### config.mk
export PLATFORM = sky130hd
export DESIGN_NAME = vram_sched
export DESIGN_NICKNAME = d
export VERILOG_FILES = /design/src/rtl/vram_sched.sv
export SDC_FILE = /design/constraint.sdc
export NUM_CORES = 1
export LEC_CHECK = 0
export ABC_AREA = 1
export BUFFER_PORTS_ARGS = -buffer_cell sky130_fd_sc_hd__buf_2
export CORE_MARGIN = 8
export CORE_UTILIZATION = 40
export DETAILED_ROUTE_END_ITERATION = 6
export PLACE_DENSITY = 0.82
export SYNTH_ARGS = -nofsm -noshare
export SYNTH_HDL_FRONTEND = slang
export SYNTH_SLANG_ARGS = --single-unit
### constraint.sdc
create_clock -name clk28 -period 1.8 [get_ports clk28]
set_input_delay 0.54 -clock clk28 [delete_from_list [all_inputs] [get_ports clk28]]
set_output_delay 0.54 -clock clk28 [all_outputs]
set_load 0.05 [all_outputs]
### src/rtl/vram_sched.sv
// vram_sched: arbitrates screen, CPU and DMA accesses onto one asynchronous
// external SRAM. Every access takes a fixed four-cycle window
// (IDLE->ADDR->STRB1->STRB2). Screen fetches always have top priority.
// A small starvation counter lets DMA overtake a CPU that never stops asking.
module vram_sched #(
  parameter int AW           = 19,
  parameter int STARVE_LIMIT = 4
) (
  input  logic          clk28,
  input  logic          rst_n,
  input  logic          scr_req,
  input  logic [AW-1:0] scr_addr,
  output logic [7:0]    scr_data,
  output logic          scr_valid,
  input  logic          cpu_req,
  input  logic          cpu_wr,
  input  logic [AW-1:0] cpu_addr,
  input  logic [7:0]    cpu_wdata,
  output logic          cpu_ack,
  output logic [7:0]    cpu_rdata,
  input  logic          dma_req,
  input  logic          dma_wr,
  input  logic [AW-1:0] dma_addr,
  input  logic [7:0]    dma_wdata,
  output logic          dma_ack,
  output logic [7:0]    dma_rdata,
  output logic [AW-1:0] va,
  input  logic [7:0]    vd_in,
  output logic [7:0]    vd_out,
  output logic          vd_oe,
  output logic          n_vwr,
  output logic          n_vrd,
  output logic          busy
);

  typedef enum logic [1:0] {IDLE, ADDR, STRB1, STRB2} state_t;
  typedef enum logic [1:0] {OWN_SCR, OWN_CPU, OWN_DMA} owner_t;

  localparam logic [2:0] LIMIT = 3'(STARVE_LIMIT);

  state_t        state;
  state_t        state_next;
  owner_t        owner;
  logic [AW-1:0] lat_addr;
  logic          lat_wr;
  logic [7:0]    lat_data;
  logic [2:0]    starve_cnt;
  logic          armed;

  logic          scr_elig;
  logic          cpu_elig;
  logic          dma_elig;
  logic          can_grant;
  logic          dma_urgent;
  logic          grant_scr;
  logic          grant_cpu;
  logic          grant_dma;
  logic          grant_any;
  logic [AW-1:0] sel_addr;
  logic          sel_wr;
  logic [7:0]    sel_data;

  // Arbitration. A requester whose strobe is high this cycle has just been
  // served, so it sits out this edge. Without that, a level request would
  // be granted a second time.
  always_comb begin
    scr_elig   = scr_req & ~scr_valid;
    cpu_elig   = cpu_req & ~cpu_ack;
    dma_elig   = dma_req & ~dma_ack;
    can_grant  = armed & (state == IDLE);
    dma_urgent = dma_elig & (starve_cnt == LIMIT);
    grant_scr  = can_grant & scr_elig;
    grant_dma  = can_grant & ~scr_elig & dma_elig & (dma_urgent | ~cpu_elig);
    grant_cpu  = can_grant & ~scr_elig & cpu_elig & ~dma_urgent;
    grant_any  = grant_scr | grant_cpu | grant_dma;
  end

  // Select the request fields of the winner. Screen fetches are always reads.
  always_comb begin
    sel_addr = scr_addr;
    sel_wr   = 1'b0;
    sel_data = 8'h00;
    if (grant_cpu) begin
      sel_addr = cpu_addr;
      sel_wr   = cpu_wr;
      sel_data = cpu_wdata;
    end else if (grant_dma) begin
      sel_addr = dma_addr;
      sel_wr   = dma_wr;
      sel_data = dma_wdata;
    end
  end

  // Next state: leave IDLE only on a grant, then step through the fixed window.
  always_comb begin
    state_next = state;
    case (state)
      IDLE:    if (grant_any) state_next = ADDR;
      ADDR:    state_next = STRB1;
      STRB1:   state_next = STRB2;
      STRB2:   state_next = IDLE;
      default: state_next = IDLE;
    endcase
  end

  // State register. The async reset aborts any access in flight.
  always_ff @(posedge clk28 or negedge rst_n) begin
    if (!rst_n) state <= IDLE;
    else        state <= state_next;
  end

  // Block grants on the first edge after reset release, so the first edge
  // only arms the arbiter.
  always_ff @(posedge clk28 or negedge rst_n) begin
    if (!rst_n) armed <= 1'b0;
    else        armed <= 1'b1;
  end

  // Capture the winning request. It stays frozen for the whole window.
  always_ff @(posedge clk28 or negedge rst_n) begin
    if (!rst_n) begin
      owner    <= OWN_SCR;
      lat_addr <= '0;
      lat_wr   <= 1'b0;
      lat_data <= 8'h00;
    end else if (grant_any) begin
      owner    <= grant_scr ? OWN_SCR : (grant_cpu ? OWN_CPU : OWN_DMA);
      lat_addr <= sel_addr;
      lat_wr   <= sel_wr;
      lat_data <= sel_data;
    end
  end

  // Starvation counter. It counts CPU wins while DMA is waiting. Screen
  // grants leave it alone. It saturates so it can never wrap past the limit.
  always_ff @(posedge clk28 or negedge rst_n) begin
    if (!rst_n)                            starve_cnt <= 3'd0;
    else if (!dma_req || grant_dma)        starve_cnt <= 3'd0;
    else if (grant_cpu && starve_cnt != 3'd7) starve_cnt <= starve_cnt + 3'd1;
  end

  // Completion on the edge that leaves STRB2. Capture read data for the
  // owner and pulse its strobe for one cycle. Writes pulse ack only.
  always_ff @(posedge clk28 or negedge rst_n) begin
    if (!rst_n) begin
      scr_valid <= 1'b0;
      cpu_ack   <= 1'b0;
      dma_ack   <= 1'b0;
      scr_data  <= 8'h00;
      cpu_rdata <= 8'h00;
      dma_rdata <= 8'h00;
    end else begin
      scr_valid <= 1'b0;
      cpu_ack   <= 1'b0;
      dma_ack   <= 1'b0;
      if (state == STRB2) begin
        case (owner)
          OWN_SCR: begin
            scr_valid <= 1'b1;
            scr_data  <= vd_in;
          end
          OWN_CPU: begin
            cpu_ack <= 1'b1;
            if (!lat_wr) cpu_rdata <= vd_in;
          end
          default: begin
            dma_ack <= 1'b1;
            if (!lat_wr) dma_rdata <= vd_in;
          end
        endcase
      end
    end
  end

  assign busy = (state != IDLE);

  // SRAM bus decode from the registered state. Because the decode is driven
  // straight from the state register, reset releases the strobes in the
  // same cycle that reset asserts.
  always_comb begin
    va     = '0;
    vd_out = 8'h00;
    vd_oe  = 1'b0;
    n_vwr  = 1'b1;
    n_vrd  = 1'b1;
    if (state != IDLE) begin
      va = lat_addr;
      if (lat_wr) begin
        vd_oe  = 1'b1;
        vd_out = lat_data;
        n_vwr  = ~((state == STRB1) | (state == STRB2));
      end else begin
        n_vrd = 1'b0;
      end
    end
  end

endmodule

==> reports/results.ini, run 1 <==
[outcome]
status = finished with violations
violations = setup timing

[timing]
fin_hold_ws_ns = 0.2281
rsz0062_at_grt = true
maxSlewViolCount = 0
setup_ws_ns = -0.3185
period_needed_ns = 2.118
setup_viol = 54
hold_violations = 0
finClkSkew_ns = 0.01513
finalCritPeriodShare = 1.177
fmax_ghz = 0.4720

[global_routing]
grt-ovfl-total = 0
grt_pass1_vias = 3827
grt_max_degree = 64
grt_pass1_wl_um = 18160
grtUsageTotal = 0.1918
antenna_found_initial = 0

[clock_network]
h-tree-depth = 3
clockBufferDepth = 2
cts_inserted_buffers = 9
hold_buffers = 0
clk_latency_ns = 0.34
clock-sinks = 63
clk_pin_slew_ns = 0.08
cts_tree = built
cts_root_buffer = clkbuf_8

[routing]
num_vias = 3818
drt-total-wl_um = 12720
firstDrtPassIters = 5
via_per_inst = 5.139
drc = 0
drt-initial-drc-count = 228
antenna_left = 0
routedWlPerCell_um = 17.12

[layout]
stdcell_area_um2 = 5663
drive_above_1_share = 0.5150
seq_area_um2 = 1577
fin_nets = 725
antenna_cells = 0
area_growth_pct = 62.86
multi_input_area_um2 = 2044
final.fill_count = 664

[setup_path]
cp_max_fo = 6
regToRegSetupSlack_ns = -0.07
cp.required_ns = 1.26
crit_arrival_ns = 1.58
path_class = register to output pin
end_kind = output pin
critPathLaunchType = register

[logic_synthesis]
synth_flop_cell = dfrtp_1
ys_ff_latch = 63
synth_common_cells = 147 x nand2_1, 63 x dfrtp_1, 54 x inv_1, 52 x nand3_1, 34 x nor2_1
synthCells = 464
yosysMostFrequentCell = nand2_1
synth-warning-count = 0
synth_edf_count = 0
ys_seq_area_frac = 0.4534
ys_top_cells_by_area = dfrtp_1 45%, nand2_1 16%, nand3_1 7.5%
syn_avg_cell_area_um2 = 7.494
async_flop_share = 1.000
synth.distinct_cells = 23
syn_nets = 559
yosys.area.top_type = dfrtp_1
yosys.area.top_type_share = 0.4534
syn_area_um2 = 3477

[placement]
dpl_cell_area_um2 = 4707
place_congestion = 0.8707
dp.final_hpwl_um = 8120
portBuffers = 145
place_ws_ns = -0.1122

[pwr]
power_density_nw_per_um2 = 1832
p_leak_nw = 2.951
peakVddDrop_mv = 1.303

[job]
maxCapViolCount = 0

[floorplan]
die_h_um = 109.2
start_util = 0.4046
die_w_um = 109.2
io_pins = 146
die_area_um2 = 11930
coreArea_um2 = 8593
rows = 34

[min_path]
hold_path.class = primary input to async pin

==> repair_timing <==
action,in CTS,in global routing
cloned,1,2
buffers inserted,5,1
gates resized for setup,81,97
setup endpoints to repair,63,65
pin swaps,11,14
==> power by group <==
part	leakage, nW	total [W]	switching, W	internal [W]
combinational	2.06	0.00661	0.00436	0.00224
sequential	0.789	0.00241	0.000354	0.00205
clock	0.105	0.00136	0.000579	0.000781
total	2.95	0.0104	0.00530	0.00508
==> placed cells by master, fill, tap and decap left out, types with 2 or more instances in the layout <==
cell type	Yosys	layout
nand2_8	0	2
clkbuf_16	0	2
dfrtp_1	63	63
clkinvlp_4	0	4
inv_2	3	4
nand3_1	52	33
nand3_2	0	19
nor3_2	10	12
nor3_1	11	9
buf_12	0	9
a21oi_1	10	4
buf_8	0	15
nor2_1	34	4
inv_1	54	49
nand2_2	2	31
o21ai_0	29	26
clkbuf_8	0	9
buf_6	5	23
nand2_1	147	110
buf_4	4	17
a21oi_2	10	15
nor2_4	1	31
bufinv_16	0	2
a21boi_1	1	2
nand2_4	0	6
clkinv_4	0	2
ha_1	7	6
buf_2	12	115
o21ai_2	0	2
==> per-layer routing <==
metal  wire (um)  part of all wire  vias to the layer above  global-route usage
met5           0                 0                        -                   0
met4         286             0.022                        0             0.05979
met3        1556              0.12                       34             0.07742
met2        6072              0.48                      223              0.3224
met1        4806              0.38                     1777              0.2189
li1            -                 -                     1784                   -
==> worst max-delay path, stage by stage (launching register included) <==
cell and delay [ns]:
dfrtp_1 0.37, inv_2 0.06, ha_4 0.18, nor2_4 0.11
clkinvlp_4 0.11, buf_6 0.16, nor2_4 0.10, buf_8 0.15
==> flip-flops by register name (all words and copies together) (netlist names) <==
| signal | count |
|---|---|
| armed | 1 |
| cpu_ack | 1 |
| cpu_rdata | 8 |
| dma_ack | 1 |
| dma_rdata | 8 |
| lat_addr | 19 |
| lat_data | 8 |
| lat_wr | 1 |
| owner | 2 |
| scr_data | 8 |
| scr_valid | 1 |
| starve_cnt | 3 |
| state | 2 |
==> area by class of cell <==
cell class	instances	share of cell area
Multi-Input combinational cell	317	0.3610
Sequential cell	63	0.2784
Timing Repair Buffer	182	0.2552
Inverter	57	0.04242
Tap cell	108	0.02386
Clock buffer	9	0.02187
Clock inverter	7	0.01723
==> stage by stage <==
| stage | util | setup TNS (ns) | std cells | total power [W] |
|---|---|---|---|---|
| 6_report | 0.6590 | -7.562 | 743 | 0.01037 |
| 4_1_cts | 0.6114 | -7.197 | 740 | 0.01003 |
| 5_1_grt | 0.6590 | -13.29 | 743 | 0.01097 |
| 3_3_place_gp | 0.5478 | -0.4628 | 718 | 0.007830 |
| 2_1_floorplan | - | -4.550 | 464 | 0.006471 |
| 3_5_place_dp | 0.5478 | -3.133 | 718 | 0.007975 |
==> logic make-up after synthesis <==
group                      synth area share
buffers and inverters                0.1112
adders and majority gates           0.02519
AOI/OAI and AO/OA                   0.08564
DFF                                  0.4534
and+or+nand+nor                      0.3235
other                              0.001078
==> final timing paths <==
kind,start,depth (start not counted),end
min in group clk28,cpu_wdata[0],3,lat_data[0]
min reg2reg,owner[0],1,scr_valid
max,state[0],7,vd_out[2]
max in group asynchronous,rst_n,2,lat_wr
max reg2reg,state[1],13,lat_addr[12]
min,rst_n,2,lat_addr[10]
Power figures use the tool's default switching activity.
==> inputs of run 2 (changes only) <==
--- a/config.mk
+++ b/config.mk
@@ -11,6 +11,7 @@
 export CORE_UTILIZATION = 40
 export DETAILED_ROUTE_END_ITERATION = 6
 export PLACE_DENSITY = 0.82
+export RECOVER_POWER = 100
 export SYNTH_ARGS = -nofsm -noshare
 export SYNTH_HDL_FRONTEND = slang
 export SYNTH_SLANG_ARGS = --single-unit
==> run 2 against run 1 <==
The run still ends with setup timing left. Cell count unchanged. Clock-buffer cell count unchanged. Sequential power about the same. Setup slack improved by 0.00067 ns. Final area decreased by 0.44%. Core utilization decreased by 0.29 points. Die area unchanged. Critical path depth unchanged. First-iteration DRC count increased by 3.9%. Critical path type unchanged. Largest power group unchanged. Highest routed layer unchanged.
==> reports/results.ini, run 2 (synthesis gave the netlist of run 1 again) <==
[outcome]
status = finished with violations
violations = setup timing

[setup_path]
cp_max_fo = 6
critPathLaunch = state[0]
rr_startpoint = state[0]
worstPathCellList = inv_2, ha_4, nor2_4, clkinvlp_4, buf_6, nor2_4, buf_8
path_class = register to output pin
end_kind = output pin
crit_slowest_cell = dfrtp_1
critPathLaunchType = register
crit_arrival_ns = 1.58
cp_common_cell = nor2_4
cp.required_ns = 1.26
critical-path-max-stage-delay_ns = 0.36

[floorplan]
die_area_um2 = 11930
rows = 34
die_w_um = 109.2
start_util = 0.4046
io_pins = 146
coreArea_um2 = 8593
die_h_um = 109.2

[clock_network]
clock-sinks = 63
clk_latency_ns = 0.34
cts_inserted_buffers = 9
cts_tree = built
cts_root_buffer = clkbuf_8
hold_buffers = 0
clockBufferDepth = 2
clk_pin_slew_ns = 0.08
h-tree-depth = 3

[global_routing]
grt-busiest-layer = met2
grt-ovfl-total = 0
antenna_found_initial = 0
grt_pass1_vias = 3827
met3_usage = 0.07742
grt_max_degree = 64
grtUsageTotal = 0.1918
use_met2 = 0.3224
grt_pass1_wl_um = 18160
met1_usage = 0.2189

[timing]
finalCritPeriodShare = 1.177
fin_hold_ws_ns = 0.4222
hold_violations = 0
fmax_ghz = 0.4722
period_needed_ns = 2.118
worst_pin_slew_ns = 0.8684
relSlewSlack = 0.4211
rsz0062_at_grt = true
setup_ws_ns = -0.3178
maxSlewViolCount = 0
setup_viol = 61
finClkSkew_ns = 0.01720

[layout]
drive_above_1_share = 0.5134
final_cells = 743
largest_reg_flops = 19
final_common_cell = nand2_1
final.fill_count = 671
multi_input_area_um2 = 2036
largest-register = lat_addr
final_util = 0.6561
seq_area_um2 = 1577
final_cell_mix = 110 x nand2_1, 88 x buf_2, 63 x dfrtp_1, 49 x inv_1, 33 x nand3_1
area_growth_pct = 62.14
fin_nets = 725
antenna_cells = 0

[routing]
firstDrtPassIters = 6
drt-total-wl_um = 12690
routedWlPerCell_um = 17.08
drc = 0
num_vias = 3805
drt-initial-drc-count = 237
via_per_inst = 5.121
antenna_left = 0

[pwr]
pwr-share-seq = 0.233
switching_share = 0.5122
clkPwrFrac = 0.132
p_int_w = 0.005052
p_switching_w = 0.005306
peakVddDrop_mv = 1.302
p_leak_nw = 2.947
p_comb_frac = 0.635
power_density_nw_per_um2 = 1837

[placement]
portBuffers = 145
dpl.cell_count = 718
dp.final_hpwl_um = 8120
place_congestion = 0.8707

[min_path]
worstHoldStart = cpu_wdata[0]
hold_path.class = primary input to register

[job]
maxCapViolCount = 0

run 2: changes by cell type in the layout (fill, tap and decap cells not counted):
cell	before	now
buf_12	9	8
buf_2	115	88
buf_4	17	16
clkbuf_1	0	1
clkbuf_2	0	27
clkbuf_4	0	1
nand2_4	6	7
nand2_8	2	1
run 2: path summary, 6_finish.rpt:
kind | cells after the start | end | slack (ns)
max | 7 | vd_out[2] | -0.32
min | 3 | lat_data[0] | 0.42
max reg2reg | 12 | lat_data[7] | -0.12
min reg2reg | 1 | scr_valid | 0.45
max in group asynchronous | 2 | lat_wr | 0.80
min in group asynchronous | 2 | lat_addr[15] | 0.45
run 2: metal layers:
layer / routed length (um) / part of all wire / vias to the layer above
li1: - / - / 1782
met1: 4773 / 0.38 / 1764
met2: 6049 / 0.48 / 225
met3: 1594 / 0.13 / 34
met4: 269 / 0.021 / 0
met5: 0 / 0 / -
run 2: layout make-up:
class,count,share of cell area
multi-input cells,317,0.3611
inverters,57,0.04261
repair buffers,182,0.2534
well taps,108,0.02397
clock inverters,7,0.01731
clock buffers,9,0.02197
flip-flops and latches,63,0.2796
run 2: stage by stage:
stage / setup WS, ns / cell area, um2 / power, W / setup TNS (ns)
global route: -0.4275 / 5638 / 0.01095 / -14.96
CTS: -0.3452 / 5254 / 0.01003 / -7.197
finish: -0.3178 / 5638 / 0.01036 / -8.718
detailed placement: -0.1122 / 4707 / 0.007975 / -3.133
floorplan: -0.5498 / 3717 / 0.006471 / -4.550
global placement: -0.07265 / 4707 / 0.007830 / -0.4628
run 2: power groups by stage:
stage / Clock, W / Sequential, W / Combinational, W
4_1_cts: 0.00140 / 0.00239 / 0.00624
2_1_floorplan: 0 / 0.00337 / 0.00310
3_3_place_gp: 0 / 0.00238 / 0.00546
5_1_grt: 0.00148 / 0.00249 / 0.00699
3_5_place_dp: 0 / 0.00240 / 0.00557
6_report: 0.00137 / 0.00242 / 0.00658
run 2: worst max-delay path: cells and delay by family, from the launching register on:
| family | cells | cell delay [ns] |
|---|---|---|
| buffers and inverters | 4 | 0.48 |
| adder cells (fa/ha/maj) | 1 | 0.18 |
| flip-flops | 1 | 0.36 |
| AND/OR/NAND/NOR | 2 | 0.21 |
run 2: timing repair:
action,CTS,global route
setup endpoints to repair,63,65
buffers inserted,5,1
endpoints found under the hold margin,0,0
pin swaps,11,14
resized for setup,81,97
gates cloned,1,2
==> inputs of run 3 (changes only) <==
--- a/config.mk
+++ b/config.mk
@@ -9,8 +9,9 @@
 export BUFFER_PORTS_ARGS = -buffer_cell sky130_fd_sc_hd__buf_2
 export CORE_MARGIN = 8
 export CORE_UTILIZATION = 40
+export CTS_CLUSTER_SIZE = 24
 export DETAILED_ROUTE_END_ITERATION = 6
-export PLACE_DENSITY = 0.82
+export PLACE_DENSITY = 0.68
 export RECOVER_POWER = 100
 export SYNTH_ARGS = -nofsm -noshare
 export SYNTH_HDL_FRONTEND = slang
==> constraint.sdc (replaced) <==
create_clock -name clk28 -period 2.7 [get_ports clk28]
set_input_delay 0.81 -clock clk28 [delete_from_list [all_inputs] [get_ports clk28]]
set_output_delay 0.81 -clock clk28 [all_outputs]
set_load 0.05 [all_outputs]
==> run 3 against run 2 <==
Sequential share of layout area rose by 6.9 points. Setup slack gained 0.44 ns. Via count fell by 11%. Largest cell class unchanged. Global-route usage down 2.1 points. Total power fell by 46%. Clock skew is 0.0083 ns lower. Combinational power is 52% lower. Critical path depth did not move. Hold slack better by 0.052 ns. Core utilization shrank 13 points. The run ends with capacitance limit, slew limit left. Critical path type unchanged. Final area is 20% lower.
==> reports/results.ini, run 3 (synthesis gave the netlist of run 1 again) <==
[timing]
maxSlewViolCount = 64
setup_viol = 0
hold_violations = 0
tns_ns = 0
finalCritPeriodShare = 0.9551
worst_pin_slew_ns = 1.557
period_needed_ns = 2.579
relSlewSlack = -0.03818
fmax_ghz = 0.3878
finClkSkew_ns = 0.008946
rsz0062_at_grt = false

[floorplan]
coreArea_um2 = 8593
rows = 34
die_w_um = 109.2
die_h_um = 109.2
io_pins = 146
die_area_um2 = 11930
start_util = 0.4046

[pwr]
pwr-share-seq = 0.285
p_int_w = 0.002525
clkPwrFrac = 0.152
p_switching_w = 0.003082
p_total_w = 0.005606
p_comb_frac = 0.563
peakVddDrop_mv = 0.9336
p_leak_nw = 2.477
power_density_nw_per_um2 = 1240
switching_share = 0.5497

[setup_path]
cp.required_ns = 1.89
crit_arrival_ns = 1.77
cp_max_fo = 5
rr_endpoint = lat_addr[13]
regToRegSetupSlack_ns = 0.25
end_kind = output pin
path_class = register to output pin
rr_startpoint = state[1]
r2r_cells = 12
critPathLaunchType = register

[min_path]
worstHoldStart = owner[0]
holdPathEnd = scr_valid
worstHoldPathCells = 1
hold_path.class = register to register

[global_routing]
grt-ovfl-total = 0
grt_pass1_vias = 3360
grtUsageTotal = 0.1708
antenna_found_initial = 0
grt_max_degree = 64
grt_pass1_wl_um = 16130

[layout]
largest-register = lat_addr
final.fill_count = 877
antenna_cells = 0
area_growth_pct = 30.05
fin_nets = 700
final_cell_mix = 149 x nand2_1, 88 x buf_2, 63 x dfrtp_1, 55 x inv_1, 52 x nand3_1
drive_above_1_share = 0.2967
largest_reg_flops = 19
final_common_cell = nand2_1

[routing]
via_per_inst = 4.728
drt-total-wl_um = 10100
drt-initial-drc-count = 128
num_vias = 3395
routedWlPerCell_um = 14.06
firstDrtPassIters = 4
drc = 0
antenna_left = 0

[clock_network]
clockBufferDepth = 2
h-tree-depth = 3
cts_root_buffer = clkbuf_8
clock-sinks = 63
cts_tree = built
cts_inserted_buffers = 9
clk_latency_ns = 0.34
clk_pin_slew_ns = 0.08

[placement]
portBuffers = 145
place_congestion = 0.7654
dp.final_hpwl_um = 7339

[job]
maxCapViolCount = 1

[outcome]
status = finished with violations
violations = capacitance limit, slew limit

run 3: final cells by class:
cell class                      instances  area, um2  area share
Multi-Input combinational cell        317       1582      0.3498
Sequential cell                        63       1577      0.3486
Timing Repair Buffer                  157      807.0      0.1785
Inverter                               57      217.7     0.04815
Tap cell                              108      135.1     0.02988
Clock buffer                            9      123.9     0.02739
Clock inverter                          7      80.08     0.01771
run 3: critical path, stage by stage (launching register included):
cell and delay, ns:
dfrtp_1 0.39, inv_1 0.11, ha_2 0.22, nor2_4 0.14, clkinvlp_4 0.09, buf_4 0.17, nor2_4 0.08, clkbuf_4 0.23
run 3: per-layer routing:
metal  share of wire  global-route usage  up-vias
met5               0                   0        -
met4           0.012             0.05207        0
met3            0.11             0.06678        9
met2            0.44              0.2665      117
met1            0.44              0.2136     1540
li1                -                   -     1729
run 3: through the flow:
step	utilization	setup slack [ns]	hold slack, ns	instance area, um2	std cells
2_1_floorplan	-	0.007907	0.4177	3548	464
3_3_place_gp	0.5012	0.3010	0.4477	4307	699
6_report	0.5262	0.1212	0.4746	4522	718
5_1_grt	0.5262	0.02796	0.4849	4522	718
3_5_place_dp	0.5012	0.2216	0.4420	4307	699
4_1_cts	0.5274	0.01320	0.4689	4532	717
run 3: how the worst max path moves through the flow:
stage	start	depth (start not counted)	to
after floorplan	state[0]	6	vd_out[0]
after global placement	state[0]	6	vd_out[5]
after detailed placement	state[0]	6	vd_out[4]
after CTS	state[0]	7	vd_out[4]
after global routing	state[1]	7	vd_out[7]
final	state[1]	7	vd_out[7]
run 3: what timing repair did:
item                                    in CTS  in global routing
buffers inserted                             2                  1
hold buffers                                 0                  0
endpoints found under the setup margin      10                 10
gates resized for setup                      2                 16
run 3: power groups by stage:
stage	sequential [W]	combinational, W	clock, W
after CTS	0.00160	0.00323	0.000878
after global routing	0.00165	0.00343	0.000930
after global placement	0.00159	0.00314	0
after detailed placement	0.00160	0.00319	0
after floorplan	0.00225	0.00178	0
final	0.00160	0.00316	0.000853
